**config.mk**
```make
export PLATFORM = sky130hd
export DESIGN_NAME = serial_to_multiple
export DESIGN_NICKNAME = d
export VERILOG_FILES = /design/src/rtl/serialize_pkg.sv /design/src/rtl/stm_out_slice.sv /design/src/rtl/serial_to_multiple.sv
export SDC_FILE = /design/constraint.sdc
export NUM_CORES = 1
export LEC_CHECK = 0
export CAP_MARGIN = 10
export CELL_PAD_IN_SITES_DETAIL_PLACEMENT = 2
export CELL_PAD_IN_SITES_GLOBAL_PLACEMENT = 2
export CORE_UTILIZATION = 38
export CTS_CLUSTER_DIAMETER = 40
export DETAILED_ROUTE_END_ITERATION = 12
export PLACE_DENSITY_LB_ADDON = 0.1
export SLEW_MARGIN = 20
export SYNTH_ARGS = -nofsm -noshare
export SYNTH_HDL_FRONTEND = slang
export SYNTH_SLANG_ARGS = --single-unit
export TNS_END_PERCENT = 30
```
**constraint.sdc**
```tcl
create_clock -name ap_clk -period 2 [get_ports ap_clk]
set_input_delay 0.3 -clock ap_clk [delete_from_list [all_inputs] [get_ports ap_clk]]
set_output_delay 0.3 -clock ap_clk [all_outputs]
set_load 0.1 [all_outputs]
```
**src/rtl/serialize_pkg.sv**
```systemverilog
// Shared defaults, counter sizing and state type for the serial-to-wide packer.
package serialize_pkg;

    localparam int LANE_W_DEF    = 32;
    localparam int NUM_LANES_DEF = 4;
    localparam int CNT_W         = $clog2(NUM_LANES_DEF);

    typedef enum logic {
        FILL = 1'b0,
        HOLD = 1'b1
    } stm_state_e;

    // Lane counter width for an arbitrary lane count (never narrower than 1 bit).
    function automatic int cnt_width(input int lanes);
        return (lanes > 1) ? $clog2(lanes) : 1;
    endfunction

endpackage

```
**src/rtl/stm_out_slice.sv**
```systemverilog
// Output holding register with valid/ready: loads a finished word, drops valid on drain.
module stm_out_slice #(
    parameter int W = 128
) (
    input  logic         clk_i,
    input  logic         rst_ni,
    input  logic         load_i,
    input  logic [W-1:0] load_data_i,
    input  logic         load_last_i,
    input  logic         ready_i,
    output logic         valid_o,
    output logic [W-1:0] data_o,
    output logic         last_o,
    output logic         free_o
);

    logic         valid_q;
    logic [W-1:0] data_q;
    logic         last_q;

    // Load has priority; a drain without a new load empties the register.
    always_ff @(posedge clk_i or negedge rst_ni) begin
        if (!rst_ni) begin
            valid_q <= 1'b0;
            data_q  <= '0;
            last_q  <= 1'b0;
        end else if (load_i) begin
            valid_q <= 1'b1;
            data_q  <= load_data_i;
            last_q  <= load_last_i;
        end else if (ready_i) begin
            valid_q <= 1'b0;
        end
    end

    assign valid_o = valid_q;
    assign data_o  = data_q;
    assign last_o  = last_q;
    // Room for a new word this edge: empty now, or being drained on this edge.
    assign free_o  = !valid_q || ready_i;

endmodule

```
**src/rtl/serial_to_multiple.sv**
```systemverilog
// Packs NUM_LANES serial beats (or fewer, closed by TLAST) into one wide output word.
module serial_to_multiple
    import serialize_pkg::*;
#(
    parameter int LANE_W    = LANE_W_DEF,
    parameter int NUM_LANES = NUM_LANES_DEF
) (
    input  logic                        ap_clk,
    input  logic                        ap_rst_n,
    input  logic [LANE_W-1:0]           input_r_TDATA,
    input  logic                        input_r_TVALID,
    output logic                        input_r_TREADY,
    input  logic                        input_r_TLAST,
    output logic [LANE_W*NUM_LANES-1:0] output_r_TDATA,
    output logic                        output_r_TVALID,
    input  logic                        output_r_TREADY,
    output logic                        output_r_TLAST,
    output logic                        err_short,
    output logic                        ap_idle
);

    localparam int WORD_W   = LANE_W * NUM_LANES;
    localparam int CNT_BITS = cnt_width(NUM_LANES);
    localparam logic [CNT_BITS-1:0] LAST_CNT = CNT_BITS'(NUM_LANES - 1);

    stm_state_e            state_q, state_d;
    logic [CNT_BITS-1:0]   cnt_q, cnt_d;
    logic [WORD_W-1:0]     asm_q, asm_d;
    logic [WORD_W-1:0]     hold_data_q, hold_data_d;
    logic                  hold_last_q, hold_last_d;
    logic                  err_q, err_d;

    logic                  beat_acc;
    logic                  last_lane;
    logic                  complete;
    logic [WORD_W-1:0]     word_fill;

    logic                  slice_load;
    logic [WORD_W-1:0]     slice_load_data;
    logic                  slice_load_last;
    logic                  slice_free;
    logic                  slice_drain;

    assign input_r_TREADY = ap_rst_n && (state_q == FILL);
    assign beat_acc       = input_r_TVALID && input_r_TREADY;
    assign last_lane      = (cnt_q == LAST_CNT);
    assign complete       = beat_acc && (last_lane || input_r_TLAST);
    assign slice_drain    = output_r_TVALID && output_r_TREADY;

    // Assembly word with the current beat dropped into lane cnt.
    always_comb begin
        word_fill = asm_q;
        for (int unsigned k = 0; k < NUM_LANES; k++) begin
            if (cnt_q == CNT_BITS'(k)) begin
                word_fill[k*LANE_W +: LANE_W] = input_r_TDATA;
            end
        end
    end

    // Next-state: lane counting, word completion, hand-off to output or hold.
    always_comb begin
        state_d         = state_q;
        cnt_d           = cnt_q;
        asm_d           = asm_q;
        hold_data_d     = hold_data_q;
        hold_last_d     = hold_last_q;
        err_d           = err_q;
        slice_load      = 1'b0;
        slice_load_data = '0;
        slice_load_last = 1'b0;
        case (state_q)
            FILL: begin
                if (complete) begin
                    cnt_d = '0;
                    asm_d = '0;
                    if (input_r_TLAST && !last_lane) begin
                        err_d = 1'b1;
                    end
                    if (slice_free) begin
                        slice_load      = 1'b1;
                        slice_load_data = word_fill;
                        slice_load_last = input_r_TLAST;
                    end else begin
                        hold_data_d = word_fill;
                        hold_last_d = input_r_TLAST;
                        state_d     = HOLD;
                    end
                end else if (beat_acc) begin
                    cnt_d = cnt_q + CNT_BITS'(1);
                    asm_d = word_fill;
                end
            end
            HOLD: begin
                if (slice_drain) begin
                    slice_load      = 1'b1;
                    slice_load_data = hold_data_q;
                    slice_load_last = hold_last_q;
                    state_d         = FILL;
                end
            end
            default: state_d = FILL;
        endcase
    end

    // State registers; reset discards any partial or held word.
    always_ff @(posedge ap_clk or negedge ap_rst_n) begin
        if (!ap_rst_n) begin
            state_q     <= FILL;
            cnt_q       <= '0;
            asm_q       <= '0;
            hold_data_q <= '0;
            hold_last_q <= 1'b0;
            err_q       <= 1'b0;
        end else begin
            state_q     <= state_d;
            cnt_q       <= cnt_d;
            asm_q       <= asm_d;
            hold_data_q <= hold_data_d;
            hold_last_q <= hold_last_d;
            err_q       <= err_d;
        end
    end

    stm_out_slice #(
        .W (WORD_W)
    ) u_out_slice (
        .clk_i       (ap_clk),
        .rst_ni      (ap_rst_n),
        .load_i      (slice_load),
        .load_data_i (slice_load_data),
        .load_last_i (slice_load_last),
        .ready_i     (output_r_TREADY),
        .valid_o     (output_r_TVALID),
        .data_o      (output_r_TDATA),
        .last_o      (output_r_TLAST),
        .free_o      (slice_free)
    );

    assign err_short = err_q;
    assign ap_idle   = (cnt_q == '0) && (state_q == FILL) && !output_r_TVALID;

endmodule

```
==> qor.log, run 1 <==
qor: timing.timing.max_slew.rel_slack 0.484
qor: detailed_routing.remaining_drc_errors 0
qor: yosys.yosys_register_bits 391
qor: timing.unrepaired_setup_endpoints_after_global_routing true
qor: timing.setup_skew 0.0187 ns
qor: detailed_routing.drt_first_iter_violations 735
qor: die.floorplan.die_area 0.0466 mm^2
qor: detailed_routing.drt-total-wl 57800 um
qor: power.power.net_switching 18300 uW
qor: yosys.syn-cell-area 0.0174 mm^2
qor: detailed_routing.drt-pass1-iter-count 4
qor: power.power.sequential.fraction 0.301
qor: clocking.cts-root-buf sky130_fd_sc_hd__clkbuf_16
qor: worst_setup_path.critical_path.startpoint_type flip-flop
qor: worst_setup_path.critical_path.reg2reg.startpoint cnt_q[1]
qor: worst_setup_path.crit_required 1.70 ns
qor: global_routing.grtUsageTotal 0.254
qor: power.power.leakage 0.00997 uW
qor: worst_setup_path.worst_r2r_endpoint hold_data_q[95]
qor: global_routing.grt_first_pass_wirelength 91200 um
qor: yosys.post_synth.cell_area_avg 11.2 um^2
qor: timing.report.final.slew_viol_count 0
qor: detailed_routing.antenna_violating_nets_post_route 0
qor: power.combinational_cell_fraction_of_total_power 0.424
qor: yosys.synth_area_leader_cell sky130_fd_sc_hd__dfrtp_1
qor: global_routing.antenna_found_initial 0
qor: power.vdd_ir_drop_max 1120 uV
qor: clocking.clk_pin_slew 0.05 ns
qor: die.core 0.0453 mm^2
qor: flow_run.cap_viol_max_count 0
qor: worst_setup_path.r2r_setup_slack 0.04 ns
qor: layout.num-fill-cells 4504
qor: layout.final_layout_size_suffix_gt1_frac 0.288
qor: outcome.violations setup timing
qor: layout.finish.utilization 0.492
qor: yosys.gate_count_post_synth 1555
qor: power.cell_internal_pwr 22400 uW
qor: layout.insertedDiodeCount 0
qor: die.placement_rows 78
qor: layout.layoutNonFillerInstCount 2394
qor: die.boundaryPins 170
qor: power.clock_power_share 0.275
qor: yosys.synth_async_sr_flop_share 1.00
qor: worst_setup_path.cp_data_arrival_time 1.71 ns
qor: die.die-width 216 um
qor: yosys.synth_sequential_area_ratio 0.563
qor: clocking.ctsLongestPathBuffers 3
qor: yosys.postSynthNetCount 1596
qor: placement.port_buffers 169
qor: global_routing.grt_pass1_vias 15.1k
qor: yosys.synthesis.yosys.warnings 0
qor: detailed_routing.vias 13.3k
qor: power.power_per_cell_area 1830 mW/mm^2
qor: timing.fin_ws -0.0146 ns
qor: outcome.status finished, violations left
qor: placement.globalplace.congestion 0.754
qor: timing.hold_viol 0
qor: worst_setup_path.path_max_fanout 3
qor: yosys.synth_enable_flop_cells 0
qor: placement.hpwl 35400 um
qor: yosys.top_post_synthesis_cells_by_area sky130_fd_sc_hd__dfrtp_1 (56%), sky130_fd_sc_hd__o221ai_2 (6.7%), sky130_fd_sc_hd__mux2i_1 (5.5%)
qor: clocking.clock_tree.htree_level_count 3
qor: die.start_util 0.384
qor: placement.post_place_cells 2265
qor: timing.maxClockFrequency 0.496 GHz
qor: detailed_routing.avgRoutedWirePerCell 24.1 um
qor: clocking.numCtsBuffers 66
qor: timing.fin_crit_sh 1.01
qor: min_path.min-delay-path-class input port to async pin
qor: layout.design.final.nets 1786
qor: timing.worst_slew_pin_slew 0.773 ns
qor: clocking.cts.sink_count 391
qor: global_routing.global_route.overflow_total 0
qor: worst_setup_path.type_of_element_capturing_the_critical_path output port
qor: global_routing.largest_net_degree_at_the_start_of_global_routing 141
qor: worst_setup_path.timing.reg2reg.worst_path_depth 7
qor: yosys.synth_top_cell_area_share 0.563
qor: timing.setup-violations-final 1
qor: yosys.yosys_most_used_dff sky130_fd_sc_hd__dfrtp_1
qor: detailed_routing.via_per_inst 5.54
qor: clocking.tritoncts_clock_tree built
qor: yosys.synth.lib_cells_used.distinct 36
qor: layout.area.growth.synth_to_final 28.1%
qor: clocking.worst_skew_pair.late_latency 0.57 ns
qor: timing.period_needed 2.01 ns
qor: die.die_height 216 um
qor: worst_setup_path.worstSetupPathType flip-flop to output port
qor: power.netSwitchingFraction 0.450
==> critical path, stage by stage (launching register included) <==
cell and delay [ns]:
sky130_fd_sc_hd__dfrtp_2 0.44, sky130_fd_sc_hd__inv_2 0.09, sky130_fd_sc_hd__ha_4 0.16, sky130_fd_sc_hd__nor3b_4 0.25, sky130_fd_sc_hd__buf_12 0.21
==> through the flow <==
step	hold WS, ns	total power, uW	cell area, um^2	TNS [ns]	worst slack (ns)
2_1_floorplan	0.00441	24300	17400	-0.216	-0.144
3_3_place_gp	0.116	28800	20000	-2.25	-0.0370
3_5_place_dp	0.115	29300	20000	-9.73	-0.218
4_1_cts	0.167	41000	22200	-0.0452	-0.0452
5_1_grt	0.184	42500	22300	-0.130	-0.0650
6_report	0.176	40700	22300	-0.0146	-0.0146
==> cell type report <==
cell class              instances  area, um^2  share of cell area
clock inverters                40         430              0.0193
clock buffers                  77        1730              0.0778
well taps                     600         751              0.0337
flip-flops and latches        391        9790               0.439
multi-input cells             893        6480               0.291
inverters                     132         495              0.0222
repair buffers                261        2590               0.116
==> synthesized netlist by cell type, drive strengths merged (2+ instances only) <==
master and n:
a21oi 97, a31oi 97, buf 72, clkbuf 67
dfrtp 391, ha 4, inv 132, mux2 65
mux2i 96, nand2 225, nand4 32, nor2 3
nor2b 34, o211ai 32, o21ai 98, o221ai 96
or3 2
==> placed cells by master, fill, tap and decap left out, types with 6 or more instances in the layout <==
master	netlist	routed
sky130_fd_sc_hd__a21oi_1	97	97
sky130_fd_sc_hd__a31oi_1	97	97
sky130_fd_sc_hd__buf_12	0	41
sky130_fd_sc_hd__buf_4	15	182
sky130_fd_sc_hd__bufinv_16	0	6
sky130_fd_sc_hd__clkbuf_1	67	7
sky130_fd_sc_hd__clkbuf_16	0	66
sky130_fd_sc_hd__clkdlybuf4s50_1	0	35
sky130_fd_sc_hd__clkinv_2	0	12
sky130_fd_sc_hd__clkinvlp_4	0	8
sky130_fd_sc_hd__dfrtp_1	391	389
sky130_fd_sc_hd__inv_1	132	130
sky130_fd_sc_hd__inv_6	0	10
sky130_fd_sc_hd__mux2_2	63	63
sky130_fd_sc_hd__mux2i_1	96	96
sky130_fd_sc_hd__nand2_1	225	225
sky130_fd_sc_hd__nand4_1	32	32
sky130_fd_sc_hd__nor2b_1	34	33
sky130_fd_sc_hd__o211ai_1	10	10
sky130_fd_sc_hd__o211ai_2	22	22
sky130_fd_sc_hd__o21ai_0	95	94
sky130_fd_sc_hd__o221ai_1	19	19
sky130_fd_sc_hd__o221ai_2	77	76
==> repair_timing <==
item                                    4_1_cts  5_1_grt
endpoints found under the setup margin        1      134
resized for setup                             4        4
setup buffers                                 5        6
pin swaps                                     3        2
hold buffers                                  1        0
hold endpoints to repair                     79        0
==> worst max-delay path by stage <==
stage,from,slack (ns),endpoint
floorplan,cnt_q[0],-0.14,ap_idle
global placement,input_r_TVALID,-0.04,asm_q[61]
finish,cnt_q[0],-0.01,ap_idle
CTS,cnt_q[0],-0.05,ap_idle
detailed placement,input_r_TVALID,-0.22,asm_q[39]
global route,cnt_q[0],-0.06,ap_idle
==> sequential cells by signal, indices dropped and copies added (netlist names) <==
| signal | cells |
|---|---|
| hold_data_q | 128 |
| u_out_slice.valid_o | 1 |
| u_out_slice.data_o | 128 |
| hold_last_q | 1 |
| u_out_slice.last_o | 1 |
| state_q | 1 |
| err_short | 1 |
| asm_q | 128 |
| cnt_q | 2 |
==> cells by family (layout without fill, tap and decap cells) <==
group	after synthesis	count (layout)	synth area share
and+or+nand+nor	304	304	0.0770
DFF	391	391	0.563
AOI/OAI and AO/OA	424	424	0.189
buffers and inverters	271	510	0.0708
muxes	161	161	0.0974
adders and majority gates	4	4	0.00288
==> layer usage <==
metal | track usage | share of wire
met1 | 0.308 | 0.42
met2 | 0.450 | 0.52
met3 | 0.0340 | 0.032
met4 | 0.110 | 0.036
met5 | 0 | 0
==> power groups by stage <==
stage               registers, uW  clock network [uW]  logic (uW)
floorplan                   18300                   0        6000
global placement            12200                   0       16600
detailed placement          12300                   0       17000
CTS                         12300               11500       17300
global route                12500               11800       18200
finish                      12200               11200       17300
(Power assumes the default switching activity.)
==> inputs of run 2 (changes only) <==
--- a/config.mk
+++ b/config.mk
@@ -8,12 +8,13 @@
 export CAP_MARGIN = 10
 export CELL_PAD_IN_SITES_DETAIL_PLACEMENT = 2
 export CELL_PAD_IN_SITES_GLOBAL_PLACEMENT = 2
-export CORE_UTILIZATION = 38
+export CORE_UTILIZATION = 39
 export CTS_CLUSTER_DIAMETER = 40
 export DETAILED_ROUTE_END_ITERATION = 12
 export PLACE_DENSITY_LB_ADDON = 0.1
 export SLEW_MARGIN = 20
 export SYNTH_ARGS = -nofsm -noshare
 export SYNTH_HDL_FRONTEND = slang
+export SYNTH_HIERARCHICAL = 1
 export SYNTH_SLANG_ARGS = --single-unit
 export TNS_END_PERCENT = 30
==> run 2 against run 1 <==
The flow still finishes with violations (setup timing). Routed wire length is 5.4% lower. Worst hold slack worse by 0.046 ns. Critical endpoint unchanged. Total power is 19% lower.
==> qor.log, run 2 <==
qor: outcome.status finished, violations left
qor: outcome.violations setup timing
qor: worst_setup_path.critical_path.reg2reg.startpoint cnt_q[1]
qor: power.p_total 32900 uW
qor: worst_setup_path.timing.reg2reg.worst_path_depth 7
qor: detailed_routing.remaining_drc_errors 0
qor: layout.insertedDiodeCount 0
qor: timing.hold_viol 0
qor: yosys.gate_count_post_synth 1420
qor: detailed_routing.drt_first_iter_violations 578
qor: timing.period_needed 2.08 ns
qor: worst_setup_path.worst_r2r_endpoint u_out_slice/data_o[63]
qor: layout.design.final.nets 1705
qor: detailed_routing.drt-total-wl 54700 um
qor: timing.maxClockFrequency 0.481 GHz
qor: yosys.postSynthNetCount 1461
qor: clocking.cts.sink_count 391
qor: yosys.yosys_most_used_dff sky130_fd_sc_hd__dfrtp_1
qor: timing.worst_slew_pin_slew 0.888 ns
qor: yosys.synth_area_leader_cell sky130_fd_sc_hd__dfrtp_1
qor: clocking.clk_pin_slew 0.05 ns
qor: die.core 0.0441 mm^2
qor: yosys.top_post_synthesis_cells_by_area sky130_fd_sc_hd__dfrtp_1 (56%), sky130_fd_sc_hd__mux2i_1 (15%), sky130_fd_sc_hd__mux2_2 (8.4%)
qor: detailed_routing.avgRoutedWirePerCell 23.7 um
qor: die.start_util 0.394
qor: die.boundaryPins 170
qor: power.power_per_cell_area 1440 mW/mm^2
qor: die.placement_rows 77
qor: yosys.yosys_register_bits 391
qor: detailed_routing.vias 12.1k
qor: yosys.synth.lib_cells_used.distinct 28
qor: global_routing.largest_net_degree_at_the_start_of_global_routing 146
qor: worst_setup_path.worstSetupPathType flip-flop to output port
qor: layout.design_area 0.0228 mm^2
qor: placement.detailed_place.area 0.0201 mm^2
qor: yosys.synth_commonest_cells sky130_fd_sc_hd__dfrtp_1 (391), sky130_fd_sc_hd__mux2i_1 (256), sky130_fd_sc_hd__inv_1 (131)
qor: die.die_height 213 um
qor: yosys.synth_sequential_area_ratio 0.562
qor: placement.port_buffers 169
qor: global_routing.global_route.overflow_total 0
qor: timing.fin_crit_sh 1.04
qor: min_path.min-delay-path-class input port to async pin
qor: worst_setup_path.critical_path.startpoint_type flip-flop
qor: worst_setup_path.type_of_element_capturing_the_critical_path output port
qor: yosys.syn-cell-area 0.0174 mm^2
qor: placement.hpwl 33200 um
qor: flow_run.cap_viol_max_count 0
qor: yosys.synthesis.yosys.warnings 6
qor: worst_setup_path.cp_data_arrival_time 1.78 ns
qor: power.vdd_ir_drop_max 1100 uV
qor: clocking.clock_tree.htree_level_count 3
qor: layout.area.growth.synth_to_final 31.1%
qor: timing.fin_ws -0.0806 ns
qor: clocking.tritoncts_clock_tree built
qor: clocking.ctsLongestPathBuffers 3
qor: die.die-width 213 um
qor: clocking.worst_skew_pair.late_latency 0.58 ns
qor: timing.report.final.slew_viol_count 0
qor: yosys.synth_top_cell_area_share 0.562
qor: power.power.leakage 0.0107 uW
qor: layout.mostFrequentLayoutCells sky130_fd_sc_hd__dfrtp_1 (388), sky130_fd_sc_hd__mux2i_1 (242), sky130_fd_sc_hd__buf_4 (179), sky130_fd_sc_hd__mux2_2 (130)
qor: placement.globalplace.congestion 0.720
qor: yosys.post_synth.cell_area_avg 12.3 um^2
qor: detailed_routing.via_per_inst 5.25
qor: timing.worst_hold_slack 0.130 ns
qor: worst_setup_path.crit_required 1.70 ns
qor: global_routing.antenna_found_initial 0
qor: layout.layout_commonest_cell sky130_fd_sc_hd__dfrtp_1
qor: worst_setup_path.path_max_fanout 2
qor: clocking.cts-root-buf sky130_fd_sc_hd__clkbuf_16
qor: global_routing.grt_first_pass_wirelength 83500 um
qor: worst_setup_path.r2r_setup_slack 0 ns
qor: timing.timing.max_slew.rel_slack 0.408
qor: timing.setup_skew 0.0266 ns
qor: detailed_routing.drt-pass1-iter-count 6
qor: yosys.most_repeated_cell_in_the_gate_level_netlist_after_synthesis sky130_fd_sc_hd__dfrtp_1
qor: global_routing.grtUsageTotal 0.242
qor: die.floorplan.die_area 0.0455 mm^2
qor: timing.setup-violations-final 1
qor: yosys.synth_async_sr_flop_share 1.00
qor: detailed_routing.antenna_violating_nets_post_route 0
qor: yosys.synth_enable_flop_cells 0
qor: global_routing.grt_pass1_vias 14.1k
qor: layout.final_layout_size_suffix_gt1_frac 0.300
qor: timing.unrepaired_setup_endpoints_after_global_routing true
qor: clocking.numCtsBuffers 68
-- run 2: what timing repair did --
action / in CTS / in global routing
cloned: 0 / 8
hold buffers: 1 / 0
pin swaps: 2 / 4
gates resized for setup: 16 / 34
endpoints found under the setup margin: 4 / 166
buffers inserted: 6 / 7
endpoints found under the hold margin: 38 / 0
-- run 2: power by group --
part / internal, uW / total [uW] / switching [uW]
sequential: 10100 / 11400 / 1340
clock: 7640 / 11800 / 4130
combinational: 3570 / 9710 / 6140
-- run 2: worst max path at each step --
stage | start | to | slack, ns | depth (start not counted)
finish | cnt_q[0] | ap_idle | -0.08 | 5
detailed placement | input_r_TVALID | hold_data_q[127] | -0.26 | 7
CTS | cnt_q[1] | ap_idle | -0.11 | 5
global route | cnt_q[0] | ap_idle | -0.13 | 5
global placement | input_r_TVALID | hold_data_q[64] | -0.19 | 7
floorplan | cnt_q[0] | ap_idle | -0.07 | 5
-- run 2: cell families (layout without fill, tap and decap cells) --
logic type,count (synthesis),after routing,share of synthesized area
AOI/OAI and AO/OA,234,234,0.0896
adders and majority gates,4,4,0.00288
buffers and inverters,227,520,0.0666
DFF,391,391,0.562
muxes,386,386,0.231
and+or+nand+nor,178,178,0.0476
-- run 2: critical path, cell delays in order, from the launching register on --
cell                      delay [ns]
sky130_fd_sc_hd__dfrtp_2        0.41
sky130_fd_sc_hd__inv_2          0.09
sky130_fd_sc_hd__ha_4           0.16
sky130_fd_sc_hd__buf_12         0.10
sky130_fd_sc_hd__nor3b_4        0.22
sky130_fd_sc_hd__buf_12         0.21
-- run 2: layer usage --
| metal | vias up | global-route usage | share of wire | wire [um] |
|---|---|---|---|---|
| met5 | - | 0 | 0 | 0 |
| met4 | 0 | 0.0682 | 0.024 | 1310 |
| met3 | 93 | 0.0441 | 0.030 | 1640 |
| met2 | 193 | 0.417 | 0.50 | 27300 |
| met1 | 6463 | 0.311 | 0.45 | 24400 |
| li1 | 5356 | - | - | - |
-- run 2: stage by stage --
stage	TNS, ns	utilization	cells	worst slack (ns)
final	-0.0806	0.517	2305	-0.0806
after global routing	-0.571	0.517	2305	-0.134
after CTS	-0.364	0.508	2290	-0.113
after floorplan	-0.0703	-	1420	-0.0703
after detailed placement	-45.45	0.454	2164	-0.264
after global placement	-37.47	0.454	2164	-0.192
-- run 2: cell type report --
type | instances | area, um^2
clock buffers | 86 | 1860
clock inverters | 33 | 427
fillers | 4284 | 21300
inverters | 131 | 494
multi-input cells | 802 | 6720
flip-flops and latches | 391 | 9790
well taps | 592 | 741
repair buffers | 270 | 2780
==> variant, RTL diff (config.mk and constraints of run 2) <==
Change the package constant `NUM_LANES_DEF` from 4 to 8.
--- a/src/rtl/serialize_pkg.sv
+++ b/src/rtl/serialize_pkg.sv
@@ -4,3 +4,3 @@
     localparam int LANE_W_DEF    = 32;
-    localparam int NUM_LANES_DEF = 4;
+    localparam int NUM_LANES_DEF = 8;
     localparam int CNT_W         = $clog2(NUM_LANES_DEF);
Interface: changed (resized output_r_TDATA); port bits go from 170 to 298. No check against the original RTL was run, so the function may have changed too.
==> variant against run 2 <==
  * The run still ends with setup timing left
  * Sequential cell count increased by 385
  * Area after synthesis grew 110%
  * Clock skew is 0.0052 ns higher
  * Routed wire length rose to 3.1 times the old value
  * Cell area rose by 120%
  * Worst hold slack improved by 0.11 ns
  * Worst setup slack lost 0.42 ns
  * Power increased by 87%
  * Highest routed layer is now met5
==> variant: results (changes against run 2) <==
* Count of cell types in the netlist at 38 (+36%)
* Worst Path Class, Setup: flip-flop to flip-flop
* Worst-Skew Late Latency at 0.76 ns (+0.18 ns)
* Final setup vio count at 775 (+774)
* Metal-1 WL at 66.0 mm (+170%)
* Post-Route WL at 168 mm (+210%)
* Tot GR Track Use at 0.329 (+0.0870)
* Leak Pwr at 24.0 nW (+120%)
* Flop+latch power at 21.2 mW (+86%)
* Final #Nets at 3581 (+110%)
* Slowest CP cell: dfrtp_1
* Status: finished, violations left
* Reg area at 0.0194 sq mm (+98%)
* DRT iter0 DRCs at 2092 (+260%)
* Routed met3 length at 8.56 mm (+420%)
* Clock group at 26.0 mW (+120%)
* Sequential share of the synthesized area at 0.541 (-0.0214)
* Failing checks: setup timing
* Standard-cell row count at 110 (+43%)
* Top post-synthesis cells by count: dfrtp_1 (776), mux2i_1 (512), nand2_1 (324), inv_1 (260), o21ai_0 (230)
* Critical path's top delay family: buffers and inverters
* CP max FO at 7 (+5)
* Vias in the first global route at 31500 (+120%)
* Vias post-DR at 28000 (+130%)
* First-pass GRT wire length at 226 mm (+170%)
* Non-clock buffers, area share at 0.180 (+0.0587)
* Drt first pass iters at 5 (-1)
* Final worst setup slack at -0.499 ns (-0.419 ns)
* Non-filler instance count after layout at 4832 (+110%)
* M3 GR Usage at 0.0496 (+0.00545)
* Number of diodes at 2 (+2)
* FF-to-FF Start: cnt_q[0]
* Grt met2 use at 0.567 (+0.150)
* Relative max-transition margin at 0.466 (+0.0578)
* Clk tree area frac at 0.0976 (-0.00270)
* Area contributors post-synth: dfrtp_1 (54%), mux2i_1 (14%), mux2_4 (8.4%)
* I/O Buffers at 297 (+76%)
* RR Endpoint: u_out_slice/data_o[146]
* DP Area at 0.0418 sq mm (+110%)
variant: cell count changes after synthesis, sizes merged, moves of 5 or more:
cell	delta
clkbuf	+70
mux2i	+256
a22o	-64
inv	+129
o21ai	+129
buf	+63
nand3	+5
nand2	+197
mux2	+128
o2bb2ai	+192
dfrtp	+385
variant: repair_timing:
item / 4_1_cts / 5_1_grt
setup buffers: 57 / 27
hold buffers: 1 / 0
gates cloned: 53 / 13
endpoints found under the hold margin: 171 / 0
pin swaps: 12 / 2
resized for setup: 361 / 189
setup endpoints to repair: 739 / 774
variant: cell families after synthesis:
| group | Yosys count | share of synthesized area |
|---|---|---|
| AO/OA/AOI/OAI | 495 | 0.0935 |
| adder cells (fa/ha/maj) | 6 | 0.00209 |
| buffers and inverters | 489 | 0.0738 |
| flip-flops | 776 | 0.541 |
| multiplexers | 770 | 0.245 |
| AND/OR/NAND/NOR | 384 | 0.0453 |
